### config.mk
export PLATFORM = sky130hd
export DESIGN_NAME = text_render_ctrl
export DESIGN_NICKNAME = d
export VERILOG_FILES = /design/src/rtl/text_render_ctrl.sv
export SDC_FILE = /design/constraint.sdc
export NUM_CORES = 1
export LEC_CHECK = 0
export CAP_MARGIN = 20
export CORE_ASPECT_RATIO = 1.4
export CORE_MARGIN = 1
export CORE_UTILIZATION = 25
export DETAILED_ROUTE_END_ITERATION = 16
export PLACE_DENSITY = 0.5
export SLEW_MARGIN = 40
export SYNTH_ARGS = -nofsm -noshare
export SYNTH_HDL_FRONTEND = slang
export SYNTH_SLANG_ARGS = --single-unit
export TNS_END_PERCENT = 30
### constraint.sdc
create_clock -name clk -period 3.2 [get_ports clk]
set_input_delay 0.32 -clock clk [delete_from_list [all_inputs] [get_ports clk]]
set_output_delay 0.32 -clock clk [all_outputs]
set_load 0.05 [all_outputs]
### src/rtl/text_render_ctrl.sv
// -----------------------------------------------------------------------------
// text_render_ctrl
//   Sequencing controller for the on-screen "ISA" text overlay. Maps the VGA
//   pixel coordinate onto a glyph cell, addresses the synchronous font ROM,
//   re-aligns the returned glyph row with the delayed pixel sideband, and
//   colours the lit pixels. The text colour is reloaded only on a frame
//   boundary, and the text can optionally blink with a frame-based period.
//
// Ports
//   clk          system clock
//   rst          synchronous active-high reset
//   video_on     visible-area flag from the sync generator
//   pixel_x/y    current pixel column / row (10 bits each)
//   sw_rgb       colour switches {blue,green,red}
//   cfg_load     one-cycle request to load sw_rgb as the next text colour
//   blink_en     level enable for text blink
//   rom_addr     font ROM address {char_code[1:0], row[3:0]}
//   rom_data     font ROM word, bit 7 is the leftmost pixel (1-cycle latency)
//   rgb_text     pixel colour {red,green,blue}, 2 clocks after the coordinate
//   frame_start  one-cycle pulse after pixel (0,0) is first seen
//   cfg_pending  high while a colour load waits to be applied
// -----------------------------------------------------------------------------
module text_render_ctrl #(
  parameter int X0           = 303,
  parameter int Y0           = 232,
  parameter int CHAR_W       = 8,
  parameter int GAP          = 4,
  parameter int CHAR_H       = 16,
  parameter int STR_LEN      = 3,
  parameter int BLINK_FRAMES = 30
) (
  input  logic       clk,
  input  logic       rst,
  input  logic       video_on,
  input  logic [9:0] pixel_x,
  input  logic [9:0] pixel_y,
  input  logic [2:0] sw_rgb,
  input  logic       cfg_load,
  input  logic       blink_en,
  output logic [5:0] rom_addr,
  input  logic [7:0] rom_data,
  output logic [2:0] rgb_text,
  output logic       frame_start,
  output logic       cfg_pending
);

  localparam int PITCH = CHAR_W + GAP;
  localparam int SPAN  = STR_LEN * PITCH;
  localparam int CNT_W = (BLINK_FRAMES > 1) ? $clog2(BLINK_FRAMES) : 1;

  localparam logic [1:0] ST_IDLE  = 2'd0;
  localparam logic [1:0] ST_ARMED = 2'd1;
  localparam logic [1:0] ST_APPLY = 2'd2;

  // ---------------- geometry ----------------
  logic [9:0] dx, idx, col;
  logic       in_band, in_span, glyph_on;
  logic [1:0] char_code;
  logic [3:0] row;

  always_comb begin
    dx       = pixel_x - 10'(X0);
    in_band  = (pixel_y >= 10'(Y0)) && (pixel_y <= 10'(Y0 + CHAR_H - 1));
    // The pixel_x >= X0 term keeps columns left of X0 (where dx wraps to a
    // large value) out of the span.
    in_span  = (pixel_x >= 10'(X0)) && (dx < 10'(SPAN));
    idx      = dx / 10'(PITCH);
    col      = dx % 10'(PITCH);
    glyph_on = in_band && in_span && (col < 10'(CHAR_W));
    char_code = glyph_on ? 2'(idx + 10'd1) : 2'd0;
    row       = in_band ? 4'(pixel_y - 10'(Y0)) : 4'd0;
  end

  // ---------------- registers ----------------
  logic [5:0] rom_addr_q;
  logic [2:0] s1_col_q, s2_col_q;
  logic       s1_glyph_on_q, s2_glyph_on_q;
  logic       s1_video_on_q, s2_video_on_q;
  logic [2:0] rgb_text_q, rgb_text_d;
  logic       origin_seen_q, frame_start_q;
  logic [1:0] state_q, state_d;
  logic [2:0] pending_q, pending_d;
  logic [2:0] active_q, active_d;
  logic [CNT_W-1:0] blink_cnt_q, blink_cnt_d;
  logic       blink_phase_q, blink_phase_d;

  logic at_origin;
  assign at_origin = (pixel_x == 10'd0) && (pixel_y == 10'd0);

  // ---------------- colour FSM ----------------
  always_comb begin
    state_d   = state_q;
    pending_d = pending_q;
    active_d  = active_q;
    case (state_q)
      ST_IDLE: begin
        if (cfg_load) begin
          pending_d = sw_rgb;
          state_d   = ST_ARMED;
        end
      end
      ST_ARMED: begin
        // A load coinciding with frame_start is captured and still applied.
        if (cfg_load) pending_d = sw_rgb;
        if (frame_start_q) state_d = ST_APPLY;
      end
      ST_APPLY: begin
        active_d = pending_q;
        state_d  = ST_IDLE;
        if (cfg_load) begin
          pending_d = sw_rgb;
          state_d   = ST_ARMED;
        end
      end
      default: state_d = ST_IDLE;
    endcase
  end

  // ---------------- blink ----------------
  always_comb begin
    blink_cnt_d   = blink_cnt_q;
    blink_phase_d = blink_phase_q;
    if (frame_start_q) begin
      if (blink_cnt_q == CNT_W'(BLINK_FRAMES - 1)) begin
        blink_cnt_d   = '0;
        blink_phase_d = ~blink_phase_q;
      end else begin
        blink_cnt_d = blink_cnt_q + 1'b1;
      end
    end
  end

  logic blank;
  assign blank = blink_en & blink_phase_q;

  // Output colour bus is the bit-reverse of the switch ordering.
  logic [2:0] colour_rgb;
  for (genvar gi = 0; gi < 3; gi++) begin : g_colour_swap
    assign colour_rgb[gi] = active_q[2-gi];
  end

  // ---------------- output stage ----------------
  logic lit;
  always_comb begin
    lit        = s2_video_on_q & s2_glyph_on_q & rom_data[3'd7 - s2_col_q] & ~blank;
    rgb_text_d = lit ? colour_rgb : 3'b000;
  end

  always_ff @(posedge clk) begin
    if (rst) begin
      rom_addr_q    <= '0;
      s1_col_q      <= '0;
      s1_glyph_on_q <= 1'b0;
      s1_video_on_q <= 1'b0;
      s2_col_q      <= '0;
      s2_glyph_on_q <= 1'b0;
      s2_video_on_q <= 1'b0;
      rgb_text_q    <= '0;
      origin_seen_q <= 1'b0;
      frame_start_q <= 1'b0;
      state_q       <= ST_IDLE;
      pending_q     <= '0;
      active_q      <= 3'b111;
      blink_cnt_q   <= '0;
      blink_phase_q <= 1'b0;
    end else begin
      rom_addr_q    <= {char_code, row};
      s1_col_q      <= col[2:0];
      s1_glyph_on_q <= glyph_on;
      s1_video_on_q <= video_on;
      s2_col_q      <= s1_col_q;
      s2_glyph_on_q <= s1_glyph_on_q;
      s2_video_on_q <= s1_video_on_q;
      rgb_text_q    <= rgb_text_d;
      // Pulse only on entry to (0,0) so a stretched origin pixel fires once.
      origin_seen_q <= at_origin;
      frame_start_q <= at_origin & ~origin_seen_q;
      state_q       <= state_d;
      pending_q     <= pending_d;
      active_q      <= active_d;
      blink_cnt_q   <= blink_cnt_d;
      blink_phase_q <= blink_phase_d;
    end
  end

  assign rom_addr    = rom_addr_q;
  assign rgb_text    = rgb_text_q;
  assign frame_start = frame_start_q;
  assign cfg_pending = (state_q != ST_IDLE);

endmodule

-- Word-level counts from Yosys, hierarchy flattened
Index checks and enable logic that the tools add are counted.
- input port bits: 36
- RAM bits: 0
- latch bits: 0
- register bits: 35
- word-level logic and storage cells: 68
- bits in read-only memories: 0
- output and inout bits: 11
- memories kept: 0
- magnitude comparators: 6
- multipliers: 0
- muxes and demuxes: 7
- add/sub/neg operators: 5
- div/mod/pow operators: 2
- equal/unequal tests: 5
- reduce and logical (&&, ||, !) cells: 16
- shift-type cells: 0
- bitwise logic cells: 11
- operators with widths (kind ; number):
    zero test 10 bit ; 2
    divider 10 x 4 -> 10 bit, second input constant ; 1
    greater-or-equal comparator 10 x 8 -> 1 bit, second input constant ; 1
    greater-or-equal comparator 10 x 9 -> 1 bit, second input constant ; 1
    <= comparator 10 x 8 -> 1 bit, second input constant ; 1
    less-than comparator 10 x 4 -> 1 bit, second input constant ; 1
    less-than comparator 10 x 6 -> 1 bit, second input constant ; 1
    modulo 10 x 4 -> 10 bit, second input constant ; 1
    subtractor 10 x 9 -> 10 bit, second input constant ; 1
    inverter 1 bit ; 6
    case mux 2 bit (3 select lines) ; 1
    AND reduction 2 bit ; 3
    OR reduction 2 bit ; 3
    adder 5 x 1 -> 5 bit, second input constant ; 1
    AND 1 bit ; 5
    equality test 5 bit, second input constant ; 1
    logical AND 1 bit ; 5
    two-way mux 5 bit ; 1
    less-than comparator 3 x 4 -> 1 bit, second input constant ; 1
    two-way mux 2 bit ; 2
    inequality test 2 bit, second input constant ; 2
    subtractor 4 bit, second input constant ; 1
    binary-select mux 1 bit (select 3 bit) ; 1
    OR reduction 3 bit ; 1
    other kinds (7) ; 8

-- Depth between registers and ports, before layout
Gate-level depths: netlist (run 1).
- word-level depth: 7
- mapped depth: 12
- mapped depth without buffers: 9

-- Worst setup path before layout (run 1)
No wires, ideal clock.
- kind: in2reg
- start point: in pixel_x[0]
- end point: reg rom_addr_q[4] (netlist: rom_addr[4])
- arrival time: 2.261 ns
- setup time: 0.118 ns
- buffers on the path: 2
- slack: 0.822 ns
- stages: 11
- required time: 3.082 ns
- cells stage by stage: ha_1 > buf_6 > a31o_2 > nand2_1 > buf_4 > nor4_1 > a211o_1 > o311ai_1 > a22oi_1 > o311a_1 > o2111a_1
- cells in the longest elaborated chain, start to end: 7
- elaborated cells between the ends (all ways): 12
- ends and longest elaborated chain (what ; line ; text):
    from (decl) ; 35 ; input logic [9:0] pixel_x,
    parallel branches: the longest is 7 deep, another holds subtractor 10 x 9 -> 10 bit ; -- ;
    to (signal assigned) ; 167 ; rom_addr_q <= {char_code, row};
    to (decl) ; 75 ; logic [5:0] rom_addr_q;
Parallel ways; which one is timed is not known.
A chain may end at the register's enable or synchronous reset.

-- Worst setup path after layout (run 1)
- start point: in pixel_x[0]
- end point: reg s1_col_q[2]
- cells in the longest elaborated chain, start to end: 2
- ends and longest elaborated chain (what ; line ; text):
    subtractor 10 x 9 -> 10 bit ; 62 ; dx = pixel_x - 10'(X0);
    modulo 10 x 4 -> 10 bit ; 68 ; col = dx % 10'(PITCH);
    to (signal assigned) ; 168 ; s1_col_q <= col[2:0];
    to (decl) ; 76 ; logic [2:0] s1_col_q, s2_col_q;
No other way between the ends.

==> summary.md, run 1 <==
| Metric | Value |
|---|---|
| Vias in the first global route | about 2200 |
| Full die area | between 9000 and 10000 sq um |
| Count leader, synth | dfxtp_1 |
| Register area share after synthesis | 30.19% |
| PD cells | about 390 nW/um^2 |
| WP data arrival | a little under 3 ns |
| Crit-path max cell delay | 0.42 ns |
| Die Y-Extent | approximately 120 um |
| Synth warn | 0 |
| CP Capture Type | register |
| Antenna diode count | 0 |
| Routed wire per std cell | ~14 um |
| Ys async rst share | 0% |
| Syn_area_per_cell | ~8.6 sq um |
| Crit-path most repeated cell | a211oi_2 |
| CP max FO | 8 |
| Family with the most delay on the worst path | simple AND/OR/NAND/NOR gates |
| Area of the multi-input gates | roughly 1500 sq um |
| RSZ-0062 raised after global routing | false |
| Number of flops mapped to enable cells by yosys | 0 |
| Die X | approximately 83 um |
| Critical path type | in2reg |
| Buffers on Ports | between 40 and 50 |
| Final worst slack | 0.4836 ns |
| Max Slew Vio Count | 0 |
| Routed WL | around 6200 um |
| Place WS | 0.2250 ns |
| Slew headroom | a little over half |
| CP max-delay cell | clkdlybuf4s50_1 |
| Post-CTS setup buffer count | 0 |
| Yosys top cell by area | dfxtp_1 |
| Post-synthesis cell count | 269 |
| Pin count of the biggest net entering global routing | 21 |
| Core area | between 9000 and 10000 sq um |
| # H-tree levels | 2 |
| Clock transition at the registers of the reported paths | 0.05 ns |
| RePlAce Congestion | ~0.86 |
| Most frequent cells after synthesis | 35 x dfxtp_1, 28 x nor2_1, 16 x nand2_1 |
| Tmin final | between 2 and 3 ns |
| Rows | 41 |
| Area grow syn2layout | 34.82% |
| Ports | 47 |
| Area contributors post-synth | dfxtp_1 30%, nor2_1 4.5%, xnor2_1 4.2%, mux2i_1 3.5%, nor2b_1 2.7% |
| ANT nets after route | 0 |
| Cts bufs inserted | 5 |
| Register Area | about 700 sq um |
| Status | finished, final reports clean |
| Post-Layout Cell Count | approximately 440 |
| WP buf/inv | 2 |
| Share of the synthesized area in the top cell type | between 30% and 40% |
| Fillers | ~950 |
| Global route total overflow | 0 |
| Placed cell count | 429 |
| Share of cells above drive strength 1 | 15.45% |
| Final TNS setup | 0 ns |
| CTS tree | yes |
| Area of the mapped netlist | ~2300 sq um |
| Initial antenna violation count | 0 |
| First-pass GRT wire length | 10540 um |
| Setup violations, final | 0 |
| Min-Delay Path Class | reg2reg |
| Synth Register Bits | 35 |
| Slew @ Worst Pin | 0.6713 ns |
| Via-to-Cell Ratio | about 5.2 |
| DP HPWL | between 4000 and 5000 um |
| Longest Clk Path Bufs | 2 |
| Leak | about 0.0012 uW |
| Initial Util | between 20 and 30% |
| VDD IR-drop max | 0.0003075 V |
| Clock Latency Late Sink | approximately 0.27 ns |
| CP Cell Sequence | clkdlybuf4s50_1 > ha_1 > a31o_2 > nand2_1 > nor4_1 > a211oi_2 > nand2_2 > buf_4 > or3b_1 > o211a_1 > a211oi_2 |
| CTS resizes | 0 |
| GR Util All Layers | 13.55% |
| Syn Nets | roughly 310 |
| Clk root buf | clkbuf_16 |
| Final net count | about 370 |
| 1st-pass router iterations | 4 |
| Final worst path period share | 84.89% |
| Fmax | approximately 0.37 GHz |
| Via count | approximately 2300 |
| Initial drt markers | 80 |
| Final hold vios | 0 |
| Post-CTS Hold Fix Bufs | 0 |
| Worst Skew | between 0.004 and 0.005 ns |
| CP Data Required Time | approximately 3.4 ns |
| CP Launch Type | primary input |
| Clock sink count | 35 |
| MaxCap Viol Count | 0 |
| Unique masters post-synth | 73 |
| Most used DFF post-synth | dfxtp_1 |
| Post-route DRC | 0 |
[sequential cells by signal, indices dropped and copies added, names as in the netlist]
register / flops
active_q: 3
blink_cnt_q: 5
blink_phase_q: 1
frame_start: 1
origin_seen_q: 1
pending_q: 3
rgb_text: 3
rom_addr: 6
s1_col_q: 3
s1_glyph_on_q: 1
s1_video_on_q: 1
s2_col_q: 3
s2_glyph_on_q: 1
s2_video_on_q: 1
state_q: 2
[logic make-up after synthesis]
logic type                 Yosys count  synth area share (%)
adders and majority gates            4                 2.156
AOI/OAI and AO/OA                   62                 22.21
DFF                                 35                 30.19
and+or+nand+nor                    117                 27.17
xor gates and xnor gates            17                 6.739
buffers and inverters               24                 6.145
muxes                               10                 5.391
[placed cells by master (no fill, tap or decap), types with 3 or more instances in the layout]
cell	instances
a21oi_1	11
xnor2_1	11
o211ai_1	3
clkdlybuf4s50_1	46
nand4_1	9
ha_1	4
o21ai_0	5
inv_1	4
and2_1	6
clkbuf_16	5
xor2_1	5
nand2b_1	4
nand3_1	11
nor4_1	7
dfxtp_1	35
buf_4	26
mux2i_1	8
nor3_1	8
nor2_1	28
nand2_1	16
nor2b_1	10
[power by group]
part	switching, uW	internal, uW	leakage, uW
Combinational	158	144	0.000805
Clock	167	286	0.0000669
Sequential	4.75	447	0.000285
Total	330	878	0.00116
[path summary, 6_finish.rpt]
kind                       from          end  slack (ns)  cells after the start
hold / removal    origin_seen_q  frame_start        0.40                      1
hold reg to reg   origin_seen_q  frame_start        0.40                      1
setup / recovery     pixel_x[0]  s1_col_q[2]        0.48                     11
setup reg to reg    s2_col_q[0]  rgb_text[1]        1.63                      4
[worst register-to-register path, stage by stage (launching register included)]
cell and delay [ns]:
dfxtp_1 0.33, mux4_2 0.34, mux2i_1 0.07, a2111oi_1 0.57, and2_1 0.21
[metrics by stage]
step | util (%) | power (uW) | instance area, sq um | hold slack (ns)
floorplan | - | 645.8 | 2321 | 0.3749
global placement | 33.08 | 763.4 | 2987 | 0.3875
detailed placement | 33.09 | 761.4 | 2988 | 0.3888
CTS | 34.66 | 1221 | 3129 | 0.3967
global route | 34.66 | 1273 | 3129 | 0.4229
finish | 34.66 | 1207 | 3129 | 0.3958
[routing by layer]
metal	share of wire, %	GRT usage, %	vias up
met5	0	0	-
met4	2.4	6.554	0
met3	4.4	3.134	16
met2	52	25.36	73
met1	41	14.38	1041
li1	-	-	1127
[final cells by class]
type,instances,share of cell area [%]
Clock buffer,6,4.118
Inverter,5,0.5998
Clock inverter,2,0.3998
Timing Repair Buffer,72,20.95
Sequential cell,35,22.39
Tap cell,107,4.278
Multi-Input combinational cell,210,47.26
(Power assumes the default switching activity.)
==> inputs of run 2 (changes only) <==
--- a/config.mk
+++ b/config.mk
@@ -10,7 +10,7 @@
 export CORE_MARGIN = 1
 export CORE_UTILIZATION = 25
 export DETAILED_ROUTE_END_ITERATION = 16
-export PLACE_DENSITY = 0.5
+export PLACE_DENSITY = 0.51
 export SLEW_MARGIN = 40
 export SYNTH_ARGS = -nofsm -noshare
 export SYNTH_HDL_FRONTEND = slang
==> constraint.sdc (replaced) <==
create_clock -name clk -period 2.4 [get_ports clk]
set_input_delay 0.24 -clock clk [delete_from_list [all_inputs] [get_ports clk]]
set_output_delay 0.24 -clock clk [all_outputs]
set_load 0.05 [all_outputs]
==> run 2 against run 1 <==
Effect of this change: core utilization up 4.0 points; combinational power up 59%; largest power group unchanged; non-clock buffer count up 39; cell area up 12%; register-to-register slack worse by 0.70 ns; count of clock-buffer cells in the layout up 1; sequential cell count unchanged; power up 40%; first-iteration DRC count down 43%; clock skew down 0.00053 ns; cell count up 8.9%.
==> summary.md, run 2 (synthesis results as in run 1) <==
| Metric | Value |
|---|---|
| Fmax | 0.4418 GHz |
| WP data arrival | 2.46 ns |
| Post-Layout Cell Count | 476 |
| Longest Clk Path Bufs | 2 |
| ANT nets after route | 0 |
| PD cells | about 480 nW/um^2 |
| Antenna diode count | 0 |
| Place WS | -0.4673 ns |
| Vias in the first global route | 2380 |
| CP Launch Type | primary input |
| CP max FO | 10 |
| Post-CTS Hold Fix Bufs | 0 |
| Tot Pwr | approximately 1700 uW |
| Critical Path Sink | s1_col_q[2] |
| Initial drt markers | between 40 and 50 |
| Routed WL | 6696 um |
| First-pass GRT wire length | 11260 um |
| Global route total overflow | 0 |
| Placed cell count | 467 |
| Setup violations, final | 0 |
| Share of cells above drive strength 1 | 26.83% |
| Worst r2r src | s2_col_q[0] |
| Die Y-Extent | 116.0 um |
| Worst-case reg-to-reg path depth | 5 |
| RSZ-0062 raised after global routing | true |
| Rows | 41 |
| Clk root buf | clkbuf_16 |
| Die X | 83.44 um |
| Buffers on Ports | between 40 and 50 |
| WP buf/inv | 3 |
| Area grow syn2layout | 50.51% |
| CTS tree | yes |
| Final hold vios | 0 |
| Clock Latency Late Sink | 0.27 ns |
| Full die area | around 9700 sq um |
| R2R Setup Slk | between 0.9 and 1 ns |
| Max reg flops | 6 |
| Via count | between 2000 and 2500 |
| DP Area | between 3000 and 4000 sq um |
| Critical path type | in2reg |
| DP HPWL | between 5000 and 6000 um |
| VDD IR-drop max | 0.0006651 V |
| Post-route DRC | 0 |
| Slew @ Worst Pin | between 0.6 and 0.7 ns |
| Clock transition at the registers of the reported paths | 0.05 ns |
| Via-to-Cell Ratio | around 5.0 |
| Min-Delay Startpoint | origin_seen_q |
| CP max-delay cell | or3b_1 |
| Worst Skew | 0.003570 ns |
| Crit path depth | 11 |
| # H-tree levels | 2 |
| CP Data Required Time | around 2.6 ns |
| Crit-path max cell delay | 0.37 ns |
| Routed wire per std cell | around 14 um |
| CP Cell Sequence | dlygate4sd2_1 > buf_4 > a41oi_4 > nor2_4 > o2111a_2 > a211oi_4 > nand2_2 > buf_4 > or3b_1 > o211a_1 > a211oi_2 |
| Max Slew Vio Count | 0 |
| 1st-pass router iterations | 4 |
| RePlAce Congestion | 0.8929 |
| Final net count | 408 |
| Core area | between 9000 and 10000 sq um |
| Pin count of the biggest net entering global routing | 21 |
| Cts bufs inserted | 5 |
| Leak | about 0.0014 uW |
| Clock sink count | 35 |
| Final worst path period share | 94.32% |
| Status | finished, final reports clean |
| Min-Delay Path Class | reg2reg |
| Ports | 47 |
| Reg-to-Reg End | rgb_text[1] |
| Crit-path most repeated cell | buf_4 |
| GR Util All Layers | between 10% and 20% |
| Initial antenna violation count | 0 |
| Slew headroom | just under 60% |
| Final worst slack | 0.1364 ns |
| Most common cell after layout, fill and taps aside | buf_4 |
| Final Instance Area | approximately 3500 sq um |
| Crit path launch | pixel_x[0] |
| CP Capture Type | register |
| Family with the most delay on the worst path | compound AO/OA/AOI/OAI gates |
| MaxCap Viol Count | 0 |
| Tmin final | between 2 and 2.5 ns |
| Most frequent cells in the layout | 64 x buf_4, 38 x clkdlybuf4s50_1, 35 x dfxtp_1, 28 x nor2_1, 15 x nand2_1 |
| Initial Util | about a quarter |
-- run 2: report_power, final --
part / internal [uW] / switching (uW) / total (uW)
logic: 246 / 234 / 479
registers: 596 / 6.08 / 602
clock network: 383 / 220 / 603
-- run 2: area by class of cell --
class,count,area [sq um]
clock inverter,1,5.005
fill,917,5535
sequential,35,700.7
clock buffer,7,132.6
multi-input combinational,210,1549
inverter,5,18.77
tap,107,133.9
timing repair buffer,111,953.4
-- run 2: how the worst min path moves through the flow --
stage | end | cells past startpoint
detailed placement | frame_start | 1
global placement | frame_start | 1
finish | frame_start | 1
CTS | frame_start | 1
floorplan | s1_col_q[0] | 1
global route | frame_start | 1
-- run 2: what timing repair did --
action                                  CTS  global route
endpoints found under the setup margin    4             4
pin swaps                                11             1
buffers inserted                          1             0
resized for setup                        18             4
hold endpoints to repair                  0             0
-- run 2: stage by stage --
stage,util [%],setup TNS (ns),hold WS [ns]
3_3_place_gp,36.24,-1.431,0.3853
6_report,38.69,0,0.4038
2_1_floorplan,-,0,0.3124
3_5_place_dp,36.24,-1.612,0.3954
4_1_cts,38.54,0,0.4026
5_1_grt,38.69,-0.007623,0.4158
-- run 2: routing by layer --
| metal | wire [um] | track usage, % | vias to the layer above |
|---|---|---|---|
| li1 | - | - | 1197 |
| met4 | 267 | 7.684 | 0 |
| met5 | 0 | 0 | - |
| met3 | 210 | 1.923 | 19 |
| met2 | 3376 | 26.67 | 59 |
| met1 | 2841 | 15.93 | 1107 |
